File: config.mk
export PLATFORM = sky130hd
export DESIGN_NAME = perf_counter
export DESIGN_NICKNAME = d
export VERILOG_FILES = /design/src/rtl/perf_pkg.sv /design/src/rtl/sat_counter.sv /design/src/rtl/perf_counter.sv
export SDC_FILE = /design/constraint.sdc
export NUM_CORES = 1
export LEC_CHECK = 0
export CAP_MARGIN = 20
export CORE_ASPECT_RATIO = 1.5
export CORE_MARGIN = 1.5
export CORE_UTILIZATION = 49
export CTS_CLUSTER_DIAMETER = 30
export DETAILED_ROUTE_END_ITERATION = 8
export PLACE_DENSITY = 0.78
export SLEW_MARGIN = 20
export SYNTH_ARGS = -nofsm -noshare
export SYNTH_HDL_FRONTEND = slang
export SYNTH_SLANG_ARGS = --single-unit
File: constraint.sdc
create_clock -name clock -period 3.05 [get_ports clock]
set_input_delay 0.4575 -clock clock [delete_from_list [all_inputs] [get_ports clock]]
set_output_delay 0.4575 -clock clock [all_outputs]
set_load 0.01 [all_outputs]
File: src/rtl/perf_pkg.sv
// Package: perf_pkg
// Shared definitions for the performance counter block: FSM state encoding,
// default counter width and the default opcode that halts counting.
// Configuration macro used by the block: PERF_INSTR_COUNT_EN (see perf_counter).
package perf_pkg;

    typedef enum logic [1:0] {
        IDLE = 2'd0,
        RUN  = 2'd1,
        HALT = 2'd2
    } perf_state_e;

    localparam int unsigned PERF_CNT_W   = 16;
    localparam logic [3:0]  PERF_STOP_OP = 4'b0001;

endpackage

File: src/rtl/sat_counter.sv
// Module: sat_counter
// Saturating up-counter with synchronous clear. Sticks at all-ones, never wraps.
// Ports:
//   clock  in  1  counter clock
//   reset  in  1  asynchronous, active-high reset (q -> 0)
//   clr    in  1  synchronous clear, wins over inc
//   inc    in  1  increment enable
//   q      out W  current count (registered)
module sat_counter
    import perf_pkg::*;
#(
    parameter int unsigned W = PERF_CNT_W
) (
    input  logic         clock,
    input  logic         reset,
    input  logic         clr,
    input  logic         inc,
    output logic [W-1:0] q
);

    localparam logic [W-1:0] MaxVal = {W{1'b1}};

    logic [W-1:0] r_q;

    always_ff @(posedge clock or posedge reset) begin
        if (reset) begin
            r_q <= '0;
        end else if (clr) begin
            r_q <= '0;
        end else if (inc && (r_q != MaxVal)) begin
            r_q <= r_q + 1'b1;
        end
    end

    assign q = r_q;

endmodule

File: src/rtl/perf_counter.sv
// Module: perf_counter
// Cycle counter for the multicycle processor. Starts on the first instruction
// fetch (ir_load) after reset/clear, counts every cycle while running, and
// freezes once a freshly loaded STOP opcode is seen in the IR.
// Configuration: define PERF_INSTR_COUNT_EN to add the instr_count output,
// a saturating count of instruction fetches (including the STOP fetch).
// Ports:
//   clock        in   1      processor clock
//   reset        in   1      asynchronous, active-high reset
//   clear        in   1      synchronous restart to IDLE with zeroed counters
//   ir_load      in   1      IR load strobe; IR takes a new opcode at this edge
//   instr        in   OP_W   opcode currently held in the IR
//   cycle_count  out  CNT_W  counted cycles (saturating)
//   instr_count  out  CNT_W  counted fetches (only with PERF_INSTR_COUNT_EN)
//   running      out  1      high while in RUN
//   halted       out  1      high while in HALT
module perf_counter
    import perf_pkg::*;
#(
    parameter int unsigned    CNT_W   = PERF_CNT_W,
    parameter int unsigned    OP_W    = 4,
    parameter logic [OP_W-1:0] STOP_OP = OP_W'(PERF_STOP_OP)
) (
    input  logic             clock,
    input  logic             reset,
    input  logic             clear,
    input  logic             ir_load,
    input  logic [OP_W-1:0]  instr,
    output logic [CNT_W-1:0] cycle_count,
`ifdef PERF_INSTR_COUNT_EN
    output logic [CNT_W-1:0] instr_count,
`endif
    output logic             running,
    output logic             halted
);

    perf_state_e r_state;
    perf_state_e w_state_next;
    logic        r_ir_loaded_d;
    logic        w_stop_det;
    logic        w_cyc_inc;

    // instr only holds a new opcode the cycle after a load; a stale STOP left
    // in the IR must not halt the counter.
    assign w_stop_det = r_ir_loaded_d && (instr == STOP_OP);

    always_comb begin
        w_state_next = r_state;
        w_cyc_inc    = 1'b0;
        unique case (r_state)
            IDLE: begin
                if (ir_load) begin
                    // The fetch cycle itself is counted: 0 -> 1 on this edge.
                    w_state_next = RUN;
                    w_cyc_inc    = 1'b1;
                end
            end
            RUN: begin
                // The STOP-detect cycle is still counted.
                w_cyc_inc = 1'b1;
                if (w_stop_det) begin
                    w_state_next = HALT;
                end
            end
            HALT: begin
                w_state_next = HALT;
            end
            default: begin
                w_state_next = IDLE;
            end
        endcase
        if (clear) begin
            w_state_next = IDLE;
            w_cyc_inc    = 1'b0;
        end
    end

    always_ff @(posedge clock or posedge reset) begin
        if (reset) begin
            r_state       <= IDLE;
            r_ir_loaded_d <= 1'b0;
        end else begin
            r_state       <= w_state_next;
            r_ir_loaded_d <= clear ? 1'b0 : ir_load;
        end
    end

    sat_counter #(
        .W (CNT_W)
    ) u_cycle_cnt (
        .clock (clock),
        .reset (reset),
        .clr   (clear),
        .inc   (w_cyc_inc),
        .q     (cycle_count)
    );

`ifdef PERF_INSTR_COUNT_EN
    logic w_ins_inc;

    assign w_ins_inc = !clear && ir_load && ((r_state == IDLE) || (r_state == RUN));

    sat_counter #(
        .W (CNT_W)
    ) u_instr_cnt (
        .clock (clock),
        .reset (reset),
        .clr   (clear),
        .inc   (w_ins_inc),
        .q     (instr_count)
    );
`endif

    assign running = (r_state == RUN);
    assign halted  = (r_state == HALT);

endmodule
; ---- After elaboration in Yosys (flattened, before gate mapping)
; Cells that the tools add are included.
[word_totals]
ramBits = 0
in_bits = 8
out_inout_bits = 18
romBits = 0
mem_count = 0
word_cells = 25
reg_bits = 19
latchBits = 0
[op_classes]
n_eq_ne = 6
n_reduce_logical = 5
bitwise = 0
shifts = 0
multipliers = 0
magnitude_cmp = 0
add_sub_neg = 1
n_mux = 10
div = 0
[op_table]
columns = op, n
row1 = $mux 16, 2
row2 = $add 16x1->16 const B, 1
row3 = $ne 16x16->1 const B, 1
row4 = $mux 2, 3
row5 = $pmux 2 s3, 1
row6 = $eq 4x1->1 const B, 1
row7 = $mux 1, 3
row8 = $ne 3x2->1 const B, 1
row9 = $ne 3x3->1 const B, 1
row10 = $eq 2x1->1 const B, 1
row11 = $eq 2x2->1 const B, 1
row12 = $logic_and 1x1->1, 2
row13 = $logic_not 2->1, 1
row14 = $pmux 1 s2, 1
row15 = $reduce_and 2->1, 1
row16 = $reduce_bool 2->1, 1

; ---- Depth between registers and ports, before layout
[logic_depth]
ltp_word = 6
depth_mapped = 7
depth_no_buf = 6

; ---- Modules after synthesis
; A second synthesis with hierarchy kept.
[hier_totals]
cells_unflattened = 124
hier_area_um2 = 1153.6
[by_module_without_submodules]
columns = mod, area_per_inst_um2, cells_per_inst, instances
row1 = sat_counter, 932.1, 101, 1
row2 = perf_counter, 221.5, 23, 1

; ---- Worst setup path before layout
; OpenSTA, ideal clock, no wires.
[synth_timing]
path_type = register to register
startpoint = register r_state[1]
endpoint = register u_cycle_cnt.r_q[9] (netlist: u_cycle_cnt.q[9])
setup_slack_ns = 0.905
setup_ns = 0.078
period_less_slack_ns = 2.145
t_arrival_ns = 2.067
stages_incl_launch_ff = 8
path_cell_list = dfrtp_1 > inv_1 > ha_1 > a31oi_1 > or4_1 > clkbuf_2 > or4_1 > a21oi_1
[synth_between]
elab_chain_cells = 5
word_cells_on_any_way = 6
[synth_rtl]
columns = item, line
row1 = start: declaration, perf_counter.sv:37  ; perf_state_e r_state;
row2 = start signal: assignment, perf_counter.sv:83  ; r_state <= w_state_next;
row3 = $eq 2x1->1, --
row4 = net running, perf_counter.sv:33  ; output logic running,
row5 = $pmux 1 s2, perf_counter.sv:50  ; unique case (r_state)
row6 = $mux 1, perf_counter.sv:72  ; if (clear) begin
row7 = $logic_and 1x1->1, sat_counter.sv:30  ; end else if (inc && (r_q != MaxVal)) begin
row8 = $reduce_bool 2->1 (no line), --
row9 = end signal: assignment, sat_counter.sv:31  ; r_q <= r_q + 1'b1;
row10 = end: declaration, sat_counter.sv:23  ; logic [W-1:0] r_q;
; The timed path passes the listed nets, and every way through them passes these cells.
; A chain may end at the register's enable or synchronous reset.

; ---- Worst setup path in the final report
[layout_timing]
startpoint = register r_state[0]
endpoint = register u_cycle_cnt.r_q[9] (netlist: u_cycle_cnt.q[9])
[layout_between]
elab_chain_cells = 5
word_cells_on_any_way = 6
[layout_rtl]
columns = item, line
row1 = $eq 2x1->1 / $logic_not 2->1 (equally long branches), perf_counter.sv:50
row2 = $pmux 1 s2 *, perf_counter.sv:50
row3 = $mux 1 *, perf_counter.sv:72
row4 = $logic_and 1x1->1 *, sat_counter.sv:30
row5 = $reduce_bool 2->1 (no line) *, --
; Every way passes the cells marked *; elsewhere a longest branch is shown, timed or not.

==> results.md <==
- Relative max-transition margin: 50.9%
- Clock Path Buffers: 2
- Die W: 42.9 µm
- Simple-gate share of the synthesized area: 27.0%
- Setup TNS: 0 ns
- Layout Area Growth over Synthesis: 25.3%
- Final wirelength: 2.64 mm
- Largest family of logic cells by synthesized area: simple AND/OR/NAND/NOR gates
- Core ar.: 0.00223 mm²
- Met1 Track Usage GR: 25.5%
- Synth Area in Compound Gates: 14.4%
- Layout Nets: 166
- Largest net degree at the start of global routing: 20
- Routed length per placed instance: 15.1 µm
- All-Layer GR Usage: 21.7%
- Post-synth net total: 139
- Critical R2R Launch: r_state[0]
- Clock Latency Late Sink: 0.30 ns
- PwrDens: 485 mW/mm²
- DRC Markers: 0
- Vias in the first global route: 1,082
- CTS root buffer: clkbuf_4
- Post-CTS Resized: 0
- Post-Synth XOR/XNOR Area: 0%
- CTS tree: built
- DR vias: 1,088
- Die Y: 62.8 µm
- Port Buf Inserts: 25
- Routability congestion estimate from global placement: 0.801
- Row Count: 21
- Max IR drop VDD: 0.000393 V
- Max Clk Rate: 430 MHz
- First-pass GRT wire length: 4.61 mm
- Most Used Layer, Global Route: met2
- Kind of critical path: reg -> reg
- Layout cells sized above 1: 9.21%
- Worst Setup End Kind: flop
- Outcome: complete, no violations
- Fillers: 184
- Syn Inst Count: 126
- Drt pass-1 iters: 4
- H-Tree Level Count: 1
- Tmin final: 2.33 ns
- Io pins: 26
- Crit-path max FO: 6
- Leak Pwr: 0.591 nW
- Multi-input gate area: 656 µm²
- Met3 global-route usage: 2.31%
- Ys Warns: 0
- Post-synthesis sequential area ratio: 40.6%
- Setup Buffers After CTS: 0
- Reg2reg path depth: 6
- Slew @ Worst Pin: 0.733 ns
- Remaining Overflow, GRT: 0
- Final setup vio count: 0
- Final Slew Violations: 0
- Area of the die: 0.00270 mm²
- Seq cells post-synth: 19
- CP Data Required Time: 3.28 ns
- Mux contribution to synthesized area: 9.30%
- EDFF count, synth: 0
- Hold crit path type: in -> async
- CTS Sinks: 19
- Post-Syn Area: 0.00117 mm²
- Hold Vio Cnt, Final: 0
- Async SR Flop Fraction: 100%
- Final worst slack: 0.723 ns
- Register area: 475 µm²
- Post-Syn Area per Cell: 9.28 µm²
- Final core occ: 65.7%
- RSZ-0062 raised after global routing: no
- Starting Density: 52.4%
- Setup WS pre-CTS: 0.490 ns
- DR vias/cell: 6.22
- Clock-pin slew on the worst setup and hold paths: 0.11 ns
- Max cap viols: 0
- Post-CTS Hold Fix Bufs: 0
- Yosys cell types: 32
- M2 GR Usage: 37.3%
- Crit. Startpoint: r_state[0]
- Post-DP HPWL: 1.96 mm
- DR iter-0 viols: 58
- Ys flop type: dfrtp_1
- N_diodes: 0
- Crit share post-route: 76.3%
- Antenna-violating nets left: 0
- Adder-cell share of the synthesized area: 5.35%
- CTS buffer count: 3
- Crit path arrival time: 2.56 ns
- Clk_skew: 0.00504 ns
- Startpoint types: flop
- Initial antenna violation count: 0
[Yosys cell counts, types with 2 or more instances]
cell	number	area share (%)
nand3_1	4	1.7
nand4_1	5	2.7
or3_1	2	1.1
a31o_2	2	1.5
nand2_1	12	3.8
nor2b_1	9	4.8
o41ai_1	2	1.5
a31oi_1	2	1.1
clkbuf_1	3	0.96
mux2i_1	3	2.6
a21oi_1	9	3.8
a211oi_1	2	1.3
or4_1	3	1.9
inv_1	5	1.6
o21ai_0	2	0.86
dfrtp_1	19	41
mux2_2	7	6.7
nor2_1	10	3.2
nor3_1	4	1.7
o311ai_0	2	1.5
o31ai_1	2	1.3
ha_1	5	5.3
and4_1	3	2.2
[cell usage in the layout (no fill, tap or decap), types with 3 or more instances in the layout]
cell type / instances
nor2_1: 10
nor3_1: 4
mux2i_1: 3
and4_1: 3
nand4_1: 5
clkdlybuf4s50_1: 25
inv_1: 5
nor2b_1: 9
nand2_1: 12
ha_1: 5
a21oi_1: 9
nand3_1: 4
mux2_2: 7
or4_1: 3
clkbuf_4: 3
dfrtp_1: 19
[power breakdown]
| group | internal [mW] | switching, mW | leakage, nW |
|---|---|---|---|
| Clock | 0.0510 | 0.0806 | 0.0150 |
| Sequential | 0.276 | 0.0373 | 0.262 |
| Combinational | 0.128 | 0.138 | 0.315 |
| Total | 0.456 | 0.256 | 0.591 |
[critical path, cell delays in order (launching register included)]
cell	delay (ns)
dfrtp_1	0.42
inv_1	0.12
ha_1	0.21
a31oi_1	0.19
or4_1	0.67
or4_1	0.50
a21oi_1	0.15
[per-stage QoR]
stage / std cells / instance area [µm²] / total power [mW] / hold slack, ns
4_1_cts: 175 / 1470 / 0.714 / 0.568
3_5_place_dp: 171 / 1440 / 0.582 / 0.552
5_1_grt: 175 / 1470 / 0.755 / 0.600
6_report: 175 / 1470 / 0.711 / 0.565
3_3_place_gp: 171 / 1440 / 0.566 / 0.533
2_1_floorplan: 126 / 1170 / 0.481 / 0.409
[flip-flops by register name (all words and copies together), names as in the netlist]
name and flops:
u_cycle_cnt.q 16, r_state 2, r_ir_loaded_d 1
[area by class of cell]
cell class,count,area share [%]
tap,23,1.96
multi-input combinational,97,44.7
clock buffer,4,1.79
timing repair buffer,26,17.6
inverter,6,1.54
sequential,19,32.4
[routing by layer]
layer  up-vias  share of wire [%]
met3         7                3.1
li1        530                  -
met2        35                 51
met4         0                2.4
met1       516                 43
met5         -                  0
[final timing paths]
path | end | slack [ns]
setup / recovery | u_cycle_cnt.q[9] | 0.72
hold / removal | r_state[1] | 0.56
setup reg to reg | u_cycle_cnt.q[9] | 0.72
hold reg to reg | r_state[1] | 0.57
max in group asynchronous | u_cycle_cnt.q[3] | 2.02
min in group clock | r_state[1] | 0.57
[logic make-up (layout without fill, tap and decap cells)]
kind of cell	Yosys count	count (layout)
simple gates	57	57
fa+ha+maj	5	5
mux	10	10
buf+inv	10	36
compound gates	25	25
flops	19	19
No activity file was read; power rests on OpenSTA's default activity.
